### src/rtl/cpuf_pkg.sv
// rtl/cpuf_pkg.sv - shared opcode, ALU operation and sequencer state definitions
package cpuf_pkg;

   localparam logic [3:0] OP_SUB = 4'b0001;
   localparam logic [3:0] OP_ADD = 4'b0010;
   localparam logic [3:0] OP_LDB = 4'b0100;
   localparam logic [3:0] OP_LDA = 4'b1000;
   localparam logic [3:0] OP_JMP = 4'b1001;
   localparam logic [3:0] OP_DIV = 4'b1010;
   localparam logic [3:0] OP_MUL = 4'b1100;
   localparam logic [3:0] OP_HLT = 4'b1111;

   localparam logic [1:0] ALU_ADD = 2'b00;
   localparam logic [1:0] ALU_SUB = 2'b01;
   localparam logic [1:0] ALU_MUL = 2'b10;
   localparam logic [1:0] ALU_DIV = 2'b11;

   typedef enum logic [3:0] {
      S_IDLE,
      S_F_ADDR,
      S_F_WAIT,
      S_F_IR,
      S_DECODE,
      S_X_ADDR,
      S_X_WAIT,
      S_X_LOAD,
      S_X_ALU,
      S_X_MDSTART,
      S_X_MDWAIT,
      S_X_JMP,
      S_HALT
   } seq_state_t;

   // Opcodes that fetch an operand from RAM before executing.
   function automatic logic is_mem_op(input logic [3:0] op);
      return (op == OP_LDA) || (op == OP_LDB) || (op == OP_ADD) ||
             (op == OP_SUB) || (op == OP_MUL) || (op == OP_DIV);
   endfunction

endpackage

### src/rtl/seq_wait_timer.sv
// rtl/seq_wait_timer.sv - 8-bit loadable down-counter with zero flag
// Shared between the RAM latency waits and the MUL/DIV watchdog.
module seq_wait_timer (
   input  logic       clk,
   input  logic       reset,
   input  logic       i_load,
   input  logic [7:0] i_value,
   input  logic       i_en,
   output logic       o_zero
);

   logic [7:0] r_count;

   always_ff @(posedge clk) begin
      if (reset) begin
         r_count <= 8'd0;
      end else if (i_load) begin
         r_count <= i_value;
      end else if (i_en && (r_count != 8'd0)) begin
         r_count <= r_count - 8'd1;
      end
   end

   assign o_zero = (r_count == 8'd0);

endmodule

### src/rtl/instr_sequencer.sv
// rtl/instr_sequencer.sv - fetch/decode/execute control FSM for the 8-bit accumulator CPU
// Strobes are decoded from the current state; retired/illegal/fault are registered.
module instr_sequencer
   import cpuf_pkg::*;
#(
   parameter int RAM_LAT    = 1,
   parameter int MD_TIMEOUT = 16
) (
   input  logic       clk,
   input  logic       reset,
   input  logic       i_run,
   input  logic [3:0] i_opcode,
   input  logic       i_alu_done,
   output logic       o_pc_out,
   output logic       o_pc_inc,
   output logic       o_pc_load,
   output logic       o_ir_addr_out,
   output logic       o_mar_load,
   output logic       o_ram_rd,
   output logic       o_ir_load,
   output logic       o_a_load,
   output logic       o_b_load,
   output logic       o_alu_en,
   output logic       o_alu_start,
   output logic [1:0] o_alu_op,
   output logic       o_halted,
   output logic       o_illegal,
   output logic       o_fault,
   output logic [7:0] o_retired
);

   // Timer counts down to zero, so a load of N-1 yields N wait cycles.
   localparam logic [7:0] RAM_WAIT_INIT = 8'(RAM_LAT - 1);
   localparam logic [7:0] MD_WAIT_INIT  = 8'(MD_TIMEOUT - 1);

   seq_state_t r_state;
   seq_state_t w_next;
   seq_state_t w_boundary_next;

   logic       r_illegal;
   logic       r_fault;
   logic [7:0] r_retired;

   logic       w_tmr_load;
   logic [7:0] w_tmr_value;
   logic       w_tmr_en;
   logic       w_tmr_zero;
   logic       w_retire;
   logic       w_set_illegal;
   logic       w_set_fault;

   seq_wait_timer u_timer (
      .clk     (clk),
      .reset   (reset),
      .i_load  (w_tmr_load),
      .i_value (w_tmr_value),
      .i_en    (w_tmr_en),
      .o_zero  (w_tmr_zero)
   );

   always_ff @(posedge clk) begin
      if (reset) begin
         r_state   <= S_IDLE;
         r_illegal <= 1'b0;
         r_fault   <= 1'b0;
         r_retired <= 8'd0;
      end else begin
         r_state <= w_next;
         if (w_set_illegal) begin
            r_illegal <= 1'b1;
         end
         if (w_set_fault) begin
            r_fault <= 1'b1;
         end
         if (w_retire) begin
            r_retired <= r_retired + 8'd1;
         end
      end
   end

   // run is only looked at here, in the last cycle of an instruction.
   assign w_boundary_next = i_run ? S_F_ADDR : S_IDLE;

   always_comb begin
      w_next        = r_state;
      o_pc_out      = 1'b0;
      o_pc_inc      = 1'b0;
      o_pc_load     = 1'b0;
      o_ir_addr_out = 1'b0;
      o_mar_load    = 1'b0;
      o_ram_rd      = 1'b0;
      o_ir_load     = 1'b0;
      o_a_load      = 1'b0;
      o_b_load      = 1'b0;
      o_alu_en      = 1'b0;
      o_alu_start   = 1'b0;
      o_alu_op      = ALU_ADD;
      w_tmr_load    = 1'b0;
      w_tmr_value   = 8'd0;
      w_tmr_en      = 1'b0;
      w_retire      = 1'b0;
      w_set_illegal = 1'b0;
      w_set_fault   = 1'b0;

      case (r_state)
         S_IDLE: begin
            if (i_run) begin
               w_next = S_F_ADDR;
            end
         end
         S_F_ADDR: begin
            o_pc_out    = 1'b1;
            o_mar_load  = 1'b1;
            w_tmr_load  = 1'b1;
            w_tmr_value = RAM_WAIT_INIT;
            w_next      = S_F_WAIT;
         end
         S_F_WAIT: begin
            o_ram_rd = 1'b1;
            w_tmr_en = 1'b1;
            if (w_tmr_zero) begin
               w_next = S_F_IR;
            end
         end
         S_F_IR: begin
            o_ir_load = 1'b1;
            o_pc_inc  = 1'b1;
            w_next    = S_DECODE;
         end
         S_DECODE: begin
            if (is_mem_op(i_opcode)) begin
               w_next = S_X_ADDR;
            end else if (i_opcode == OP_JMP) begin
               w_next = S_X_JMP;
            end else if (i_opcode == OP_HLT) begin
               w_retire = 1'b1;
               w_next   = S_HALT;
            end else begin
               w_set_illegal = 1'b1;
               w_retire      = 1'b1;
               w_next        = w_boundary_next;
            end
         end
         S_X_ADDR: begin
            o_ir_addr_out = 1'b1;
            o_mar_load    = 1'b1;
            w_tmr_load    = 1'b1;
            w_tmr_value   = RAM_WAIT_INIT;
            w_next        = S_X_WAIT;
         end
         S_X_WAIT: begin
            o_ram_rd = 1'b1;
            w_tmr_en = 1'b1;
            if (w_tmr_zero) begin
               if ((i_opcode == OP_LDA) || (i_opcode == OP_LDB)) begin
                  w_next = S_X_LOAD;
               end else if ((i_opcode == OP_ADD) || (i_opcode == OP_SUB)) begin
                  w_next = S_X_ALU;
               end else begin
                  w_next = S_X_MDSTART;
               end
            end
         end
         S_X_LOAD: begin
            o_a_load = (i_opcode == OP_LDA);
            o_b_load = (i_opcode != OP_LDA);
            w_retire = 1'b1;
            w_next   = w_boundary_next;
         end
         S_X_ALU: begin
            o_alu_en = 1'b1;
            o_b_load = 1'b1;
            o_alu_op = (i_opcode == OP_SUB) ? ALU_SUB : ALU_ADD;
            w_retire = 1'b1;
            w_next   = w_boundary_next;
         end
         S_X_MDSTART: begin
            // alu_done is deliberately not looked at in the start cycle.
            o_alu_start = 1'b1;
            o_alu_op    = (i_opcode == OP_DIV) ? ALU_DIV : ALU_MUL;
            w_tmr_load  = 1'b1;
            w_tmr_value = MD_WAIT_INIT;
            w_next      = S_X_MDWAIT;
         end
         S_X_MDWAIT: begin
            if (i_alu_done) begin
               o_b_load = 1'b1;
               w_retire = 1'b1;
               w_next   = w_boundary_next;
            end else if (w_tmr_zero) begin
               w_set_fault = 1'b1;
               w_next      = S_HALT;
            end else begin
               w_tmr_en = 1'b1;
            end
         end
         S_X_JMP: begin
            o_ir_addr_out = 1'b1;
            o_pc_load     = 1'b1;
            w_retire      = 1'b1;
            w_next        = w_boundary_next;
         end
         S_HALT: begin
            w_next = S_HALT;
         end
         default: begin
            w_next = S_IDLE;
         end
      endcase
   end

   assign o_halted  = (r_state == S_HALT);
   assign o_illegal = r_illegal;
   assign o_fault   = r_fault;
   assign o_retired = r_retired;

endmodule

### config.mk
export PLATFORM = sky130hd
export DESIGN_NAME = instr_sequencer
export DESIGN_NICKNAME = d
export VERILOG_FILES = /design/src/rtl/cpuf_pkg.sv /design/src/rtl/seq_wait_timer.sv /design/src/rtl/instr_sequencer.sv
export SDC_FILE = /design/constraint.sdc
export NUM_CORES = 1
export LEC_CHECK = 0
export ABC_AREA = 1
export BUFFER_PORTS_ARGS = -buffer_cell sky130_fd_sc_hd__buf_4
export CORE_MARGIN = 10
export CORE_UTILIZATION = 54
export CTS_BUF_LIST = sky130_fd_sc_hd__clkbuf_16
export CTS_CLUSTER_SIZE = 25
export DETAILED_ROUTE_END_ITERATION = 6
export GPL_TIMING_DRIVEN = 0
export PLACE_DENSITY = 0.78
export SLEW_MARGIN = 20
export SYNTH_ARGS = -nofsm -noshare
export SYNTH_HDL_FRONTEND = slang
export SYNTH_SLANG_ARGS = --single-unit
### constraint.sdc
create_clock -name clk -period 2.04 [get_ports clk]
set_input_delay 0.204 -clock clk [delete_from_list [all_inputs] [get_ports clk]]
set_output_delay 0.204 -clock clk [all_outputs]
set_load 0.005 [all_outputs]
==> results of run 1 <==
==> routing by layer <==
layer	wire, um	track usage, %
met1	1829	19.26
met2	1832	24.34
met3	275	4.255
met4	26	2.642
met5	0	0
==> sequential cells by signal, summed over array words and instances (netlist names) <==
register	count
o_illegal	1
o_fault	1
u_timer.r_count	8
r_state	4
o_retired	8
==> power groups by stage <==
stage	Sequential [mW]	Combinational, mW	Clock [mW]
after floorplan	0.611	0.765	0
after global placement	0.628	0.950	0
after detailed placement	0.629	0.958	0
after CTS	0.626	0.983	0.548
after global routing	0.639	1.14	0.570
final	0.628	0.976	0.543
==> area by class of cell <==
type | instances | area (um^2) | share of cell area, %
flip-flops and latches | 22 | 440.4 | 22.48
clock inverters | 1 | 30.03 | 1.533
well taps | 31 | 38.79 | 1.980
inverters | 34 | 127.6 | 6.513
clock buffers | 3 | 75.07 | 3.831
multi-input cells | 190 | 991.0 | 50.57
repair buffers | 30 | 225.2 | 11.49
plain buffers | 5 | 31.28 | 1.596
==> cells by family (layout without fill, tap and decap cells) <==
logic type      Yosys count  count (layout)  share of synthesized area [%]
flops                    22              22                          27.69
fa+ha+maj                 3               3                          2.361
buf+inv                  39              73                          9.991
xor+xnor                 10              10                          5.508
simple gates            141             141                          42.09
compound gates           36              36                          12.35
==> synthesized netlist by cell type (2+ instances only) <==
cell / count / area share, %
inv_1: 30 / 7.1
o21ai_1: 3 / 0.94
xnor2_1: 3 / 1.7
dfxtp_1: 22 / 28
nor2_4: 3 / 2.1
nand3_1: 21 / 6.6
nand2_4: 3 / 2.1
ha_1: 3 / 2.4
xor2_1: 7 / 3.9
nand3_2: 3 / 1.9
nand2_2: 3 / 1.2
nor2_2: 2 / 0.79
nand4_1: 2 / 0.79
nor3_1: 5 / 1.6
a31oi_1: 2 / 0.79
o21ai_0: 8 / 2.5
nand2_1: 59 / 14
inv_2: 4 / 0.94
a21oi_1: 18 / 5.7
nor2_1: 38 / 9.0
a21oi_2: 2 / 1.1
==> worst max path at each step <==
stage | depth (start not counted) | start | to
2_1_floorplan | 11 | r_state[3] | u_timer.r_count[6]
3_3_place_gp | 7 | r_state[2] | o_retired[6]
3_5_place_dp | 11 | r_state[3] | u_timer.r_count[6]
4_1_cts | 5 | r_state[0] | o_alu_op[0]
5_1_grt | 5 | r_state[0] | o_alu_op[0]
6_report | 5 | r_state[0] | o_alu_op[0]
==> worst max-delay path, stage by stage, from the launching register on <==
cell and delay [ns]:
dfxtp_1 0.56, nand2_2 0.16, inv_1 0.10, nand2_1 0.15, o22ai_1 0.17, buf_4 0.13
==> flow_summary.toml, run 1 <==
[status]
status = "finished, final reports clean"

[timing]
max_freq_ghz = 0.5773
rsz0062_at_grt = "no"
period_needed_ns = 1.732
setup_viol = 0
hold_viol_final = 0
min_period_over_period_pct = 84.91
slew-limit-headroom_pct = 70.00
worst_hold_slack_ns = 0.3123
final.setup.tns_ns = 0
fin_ws_ns = 0.3077
clock_skew_ns = 0.004302
tightest_slew_ns = 0.4501
final_max_slew_viol_count = 0

[pwr]
leakage_nw = 1.019
pwr-share-comb_pct = 45.5
seqPwrFrac_pct = 29.2
powerDensity_mw_per_mm2 = 1096
power.total_mw = 2.147
internal_power_mw = 1.293
power.switching_mw = 0.8541
ir_drop_mv = 1.327
switching_share_pct = 39.78
power.share.clock_pct = 25.3

[clock_tree]
post-cts-setup-buffers = 0
insertion_delay_ns = 0.25
htreeDepth = 1
cts_hold_buf = 0
cts_tree = "built"
cts.sinks = 22
numCtsBuffers = 3
clk_pin_slew_ns = 0.06
cts_resized = 0
root_buffer = "clkbuf_16"
clock_path_buffers = 2

[detailed_routing]
firstDrtPassIters = 4
vias = 1670
drt_wl_total_um = 3964
wl_per_cell_um = 12.54
drt-initial-drc-count = 113
vias_per_cell = 5.285
drc_errors = 0
ant_nets = 0

[cells_and_area]
mostFrequentLayoutCell = "nand2_1"
drive_gt1_share_pct = 20.70
postLayoutCoreUtil_pct = 70.45
num_antenna_cells = 0
fin_area_mm2 = 0.001959
final-instance-count-excl-fill = 316
synthToLayoutAreaGrowth_pct = 23.21
num-fill-cells = 260
layout_common_cells = "nand2_1, nor2_1, buf_4"
nets = 297

[floorplan]
start_util_pct = 57.17
num_rows = 19
die-area_mm2 = 0.005515
fp.dieH_um = 74.27
ios = 32
core_area_mm2 = 0.002781
dieWidth_um = 74.27

[setup_path]
end_kind = "primary output"
start_kind = "register"
arrival_ns = 1.53
r2r_end = "u_timer.r_count[4]"
r2r_start = "u_timer.r_count[0]"
r2r.worst_path.cells = 10
criticalPathCategory = "register to primary output"
critPathRequiredTime_ns = 1.84
rrSetupSlack_ns = 0.48
path_max_fanout = 7

[placement]
place_congestion = 0.9138
postPlaceCellArea_mm2 = 0.001854
preCtsSetupSlack_ns = 0.5217
place_hpwl_um = 2993
io_buffers = 30
dp.cells = 312

[logic_synthesis]
synth_fp_nets = 262
ys_seq_area_share_pct = 27.69
syn_area_mm2 = 0.001590
synth_warnings = 0
netlist_instances = 251
synth-seq-cells = 22
synthFlopType = "dfxtp_1"
synth_cell_type_count = 31
synth.avg_cell_area_um2 = 6.336
synth_edf_count = 0
async_flop_share_pct = 0

[min_path]
worstHoldPathCells = 2
worstHoldStart = "reset"
min_to = "u_timer.r_count[7]"
hold_path_class = "input pin to register"

[grt]
grt_pass1_vias = 1558
grt_first_pass_wirelength_um = 6906
grt_max_degree = 14
antenna_found_initial = 0
overflow = 0
grt_usage_pct = 14.90

[run]
maxCapViolations = 0
No activity file was read; power rests on OpenSTA's default activity.
==> run 2, diff against run 1 <==
- CORE_UTILIZATION: 54 -> 49
- PLACE_DENSITY: 0.78 -> 0.74
- clock period: 2.04 -> 1.4 ns (I/O delays scaled with it)
==> flow_summary.toml, run 2 (synthesized netlist as in run 1, its figures left out) <==
[clock_tree]
insertion_delay_ns = 0.26
clock_path_buffers = 2
root_buffer = "clkbuf_16"
numCtsBuffers = 3
clk_pin_slew_ns = 0.06
cts_tree = "built"
htreeDepth = 1
cts.sinks = 22
cts_hold_buf = 0

[pwr]
powerDensity_mw_per_mm2 = 1859
ir_drop_mv = 1.871
leakage_nw = 1.176

[grt]
grt_usage_pct = 14.88
grt_max_degree = 14
antenna_found_initial = 0
grt_pass1_vias = 1662
grt_first_pass_wirelength_um = 7700
overflow = 0

[detailed_routing]
ant_nets = 0
drt_wl_total_um = 5223
drc_errors = 0
drt-initial-drc-count = 171
firstDrtPassIters = 6
wl_per_cell_um = 14.84
vias_per_cell = 5.338
vias = 1879

[timing]
max_freq_ghz = 0.6858
hold_viol_final = 0
period_needed_ns = 1.458
setup_viol = 21
rsz0062_at_grt = "yes"
slew-limit-headroom_pct = 59.23
final_max_slew_viol_count = 0
clock_skew_ns = 0.007993
min_period_over_period_pct = 104.1
fin_ws_ns = -0.05808
final.setup.tns_ns = -0.4617
tightest_slew_ns = 0.6115

[setup_path]
start_kind = "register"
criticalPathCategory = "register to primary output"
r2r_start = "r_state[3]"
cp_slowest_cell = "dfxtp_4"
critPathMaxStageDelay_ns = 0.38
path_delay_family = "flip-flops"
path_max_fanout = 5
crit_chain = "inv_4 > nor2_4 > nand2_2 > inv_2 > a31oi_1 > o21ai_1 > buf_4"
critPathLaunch = "r_state[3]"
critPathRequiredTime_ns = 1.26
end_kind = "primary output"
crit_buf_inv = 3
arrival_ns = 1.32

[floorplan]
start_util_pct = 51.67
fp.dieH_um = 76.97
num_rows = 20
core_area_mm2 = 0.003078
ios = 32
die-area_mm2 = 0.005924
dieWidth_um = 76.97

[cells_and_area]
layout_common_cells = "nand2_1, buf_4, nor2_1"
synthToLayoutAreaGrowth_pct = 47.52
fin_area_mm2 = 0.002346
drive_gt1_share_pct = 40.91
nets = 320
num-fill-cells = 220
num_antenna_cells = 0

[run]
maxCapViolations = 0

[min_path]
hold_path_class = "input pin to register"
worstHoldStart = "reset"

[status]
violations = "setup timing"
status = "finished, violations left"

[placement]
io_buffers = 30
place_congestion = 0.8870
postPlaceCellArea_mm2 = 0.001871
place_hpwl_um = 2994
run 2: cell types whose count changed in the layout (fill, tap and decap cells not counted), moves of 4 or more:
cell and change:
dfxtp_1 -7, dfxtp_2 +4, buf_4 +19, a21oi_2 +4
inv_2 +6, nor2_2 +4, buf_6 +4, nand2_4 +5
nand2_1 -9, a21oi_1 -5, inv_1 -9, nor2_1 -5
nand2_2 +4
run 2: routing by layer:
layer / GRT usage [%] / vias to the layer above / routed length, um
li1: - / 911 / -
met1: 19.29 / 834 / 2156
met2: 24.70 / 108 / 2524
met3: 3.147 / 26 / 365
met4: 2.920 / 0 / 177
met5: 0 / - / 0
run 2: report_power, final:
group          internal [mW]  switching, mW  total [mW]
combinational           1.16           1.42        2.58
clock                  0.568          0.231       0.799
sequential             0.771          0.209       0.980
total                   2.50           1.86        4.36
run 2: timing repair:
action / CTS / global route
setup endpoints to repair: 33 / 32
gates cloned: 2 / 0
buffers inserted: 12 / 10
pin swaps: 10 / 20
gates resized for setup: 31 / 40
run 2: path summary, 6_finish.rpt:
path	cells past startpoint	endpoint	slack [ns]
max	7	o_b_load	-0.06
min	2	u_timer.r_count[7]	0.26
min reg2reg	2	o_illegal	0.47
max reg2reg	10	u_timer.r_count[6]	-0.05
run 2: stage by stage:
stage | util [%] | hold slack [ns] | power (mW) | cells | worst slack, ns
2_1_floorplan | - | 0.3865 | 2.005 | 251 | 0.05129
3_3_place_gp | 60.77 | 0.4543 | 2.301 | 325 | -0.1243
3_5_place_dp | 60.77 | 0.4614 | 2.304 | 325 | -0.1239
4_1_cts | 70.00 | 0.2440 | 3.492 | 343 | -0.06355
5_1_grt | 76.22 | 0.2828 | 4.587 | 352 | -0.1421
6_report | 76.22 | 0.2590 | 4.361 | 352 | -0.05808
run 2: cell type report:
type | instances | area (um^2) | area share [%]
clock inverters | 1 | 30.03 | 1.280
flip-flops and latches | 22 | 456.7 | 19.47
inverters | 34 | 135.1 | 5.760
clock buffers | 3 | 75.07 | 3.200
plain buffers | 4 | 26.28 | 1.120
repair buffers | 53 | 412.9 | 17.60
well taps | 44 | 55.05 | 2.347
multi-input cells | 191 | 1155 | 49.23
==> run 3, diff against run 2 <==
- CAP_MARGIN: not set -> 20
- RECOVER_POWER: not set -> 100
==> flow_summary.toml, run 3 (synthesized netlist as in run 1, its figures left out) <==
[timing]
period_needed_ns = 1.456
final_max_slew_viol_count = 0
max_freq_ghz = 0.6869
fin_ws_ns = -0.05589
hold_viol_final = 0
rsz0062_at_grt = "yes"
setup_viol = 20
min_period_over_period_pct = 104.0
clock_skew_ns = 0.007794
final.setup.tns_ns = -0.4416
tightest_slew_ns = 0.5951
slew-limit-headroom_pct = 60.33
worst_hold_slack_ns = 0.2627

[clock_tree]
cts.sinks = 22
htreeDepth = 1
root_buffer = "clkbuf_16"
insertion_delay_ns = 0.26
clock_path_buffers = 2
cts_tree = "built"
numCtsBuffers = 3
clk_pin_slew_ns = 0.06

[grt]
grt_usage_pct = 14.88
top_usage_layer = "met2"
grt_use_met2_pct = 24.70
antenna_found_initial = 0
grt_first_pass_wirelength_um = 7700
grt_pass1_vias = 1662
use_met3_pct = 3.147
grtUsageMet1_pct = 19.29
grt_max_degree = 14
overflow = 0

[pwr]
pwr-share-comb_pct = 59.2
switching_share_pct = 42.56
ir_drop_mv = 1.871
power.share.clock_pct = 18.4
power.switching_mw = 1.853
seqPwrFrac_pct = 22.5
powerDensity_mw_per_mm2 = 1859
internal_power_mw = 2.501
leakage_nw = 1.166

[cells_and_area]
fin_area_mm2 = 0.002342
postLayoutCoreUtil_pct = 76.10
num-fill-cells = 220
register_area_um2 = 456.7
num_antenna_cells = 0
mostFrequentLayoutCell = "nand2_1"
synthToLayoutAreaGrowth_pct = 47.29
nets = 320
multiInputGateArea_mm2 = 0.001155
layout_common_cells = "nand2_1, buf_4, nor2_1"
final-instance-count-excl-fill = 352
drive_gt1_share_pct = 40.58

[detailed_routing]
drc_errors = 0
firstDrtPassIters = 5
vias_per_cell = 5.307
ant_nets = 0
wl_per_cell_um = 14.74
drt_wl_total_um = 5189
drt-initial-drc-count = 171
vias = 1868

[status]
status = "finished, violations left"
violations = "setup timing"

[floorplan]
dieWidth_um = 76.97
die-area_mm2 = 0.005924
ios = 32
start_util_pct = 51.67
core_area_mm2 = 0.003078
fp.dieH_um = 76.97
num_rows = 20

[setup_path]
critPathLaunch = "r_state[3]"
criticalPathCategory = "register to register"
critPathRequiredTime_ns = 1.55
r2r.worst_path.cells = 10
arrival_ns = 1.61
path_max_fanout = 5
rrSetupSlack_ns = -0.06
r2r_end = "u_timer.r_count[6]"
r2r_start = "r_state[3]"
start_kind = "register"
end_kind = "register"

[min_path]
min_to = "u_timer.r_count[7]"
worstHoldStart = "reset"
hold_path_class = "input pin to register"
worstHoldPathCells = 2

[placement]
io_buffers = 30
place_hpwl_um = 2994
place_congestion = 0.8870
dp.cells = 325
postPlaceCellArea_mm2 = 0.001871

[run]
maxCapViolations = 0
-- run 3: power groups by stage --
stage                     Clock (mW)  Sequential, mW  Combinational (mW)
final                          0.799           0.978                2.58
after global routing           0.830           0.994                2.76
after CTS                      0.802           0.928                1.76
after detailed placement           0           0.916                1.39
after global placement             0           0.914                1.39
after floorplan                    0           0.890                1.12
-- run 3: per-layer routing --
metal	up-vias	part of all wire, %
li1	912	-
met3	18	7.0
met1	840	41
met4	0	2.7
met5	-	0
met2	98	49
-- run 3: final cells by class --
| type | instances | area share [%] |
|---|---|---|
| Buffer | 4 | 1.122 |
| Timing Repair Buffer | 53 | 17.47 |
| Clock inverter | 1 | 1.282 |
| Clock buffer | 3 | 3.205 |
| Multi-Input combinational cell | 191 | 49.31 |
| Tap cell | 44 | 2.350 |
| Inverter | 34 | 5.769 |
| Sequential cell | 22 | 19.50 |
-- run 3: repair_timing --
action	in CTS	in global routing
gates resized for setup	31	40
setup buffers	12	10
pin swaps	10	20
hold buffers	0	0
setup endpoints to repair	33	32
gates cloned	2	0
-- run 3: metrics by stage --
stage | total power [mW] | setup slack, ns
global route | 4.587 | -0.1421
finish | 4.355 | -0.05589
detailed placement | 2.304 | -0.1239
global placement | 2.301 | -0.1243
floorplan | 2.005 | 0.05129
CTS | 3.492 | -0.06355
-- run 3: how the worst max path moves through the flow --
stage	slack [ns]	to	depth (start not counted)
floorplan	0.05	u_timer.r_count[6]	11
finish	-0.06	u_timer.r_count[6]	10
detailed placement	-0.12	o_retired[4]	7
CTS	-0.06	o_b_load	8
global route	-0.14	o_b_load	7
global placement	-0.12	o_retired[6]	7
-- run 3: critical path, cell delays in order (launching register included) --
cell and delay (ns):
dfxtp_4 0.38, inv_4 0.05, nor2_4 0.19, nand3_2 0.16
nand2_4 0.10, nand2_4 0.06, nand2_4 0.08, buf_6 0.14
nand3_2 0.07, nand3_2 0.07, nor2_1 0.04
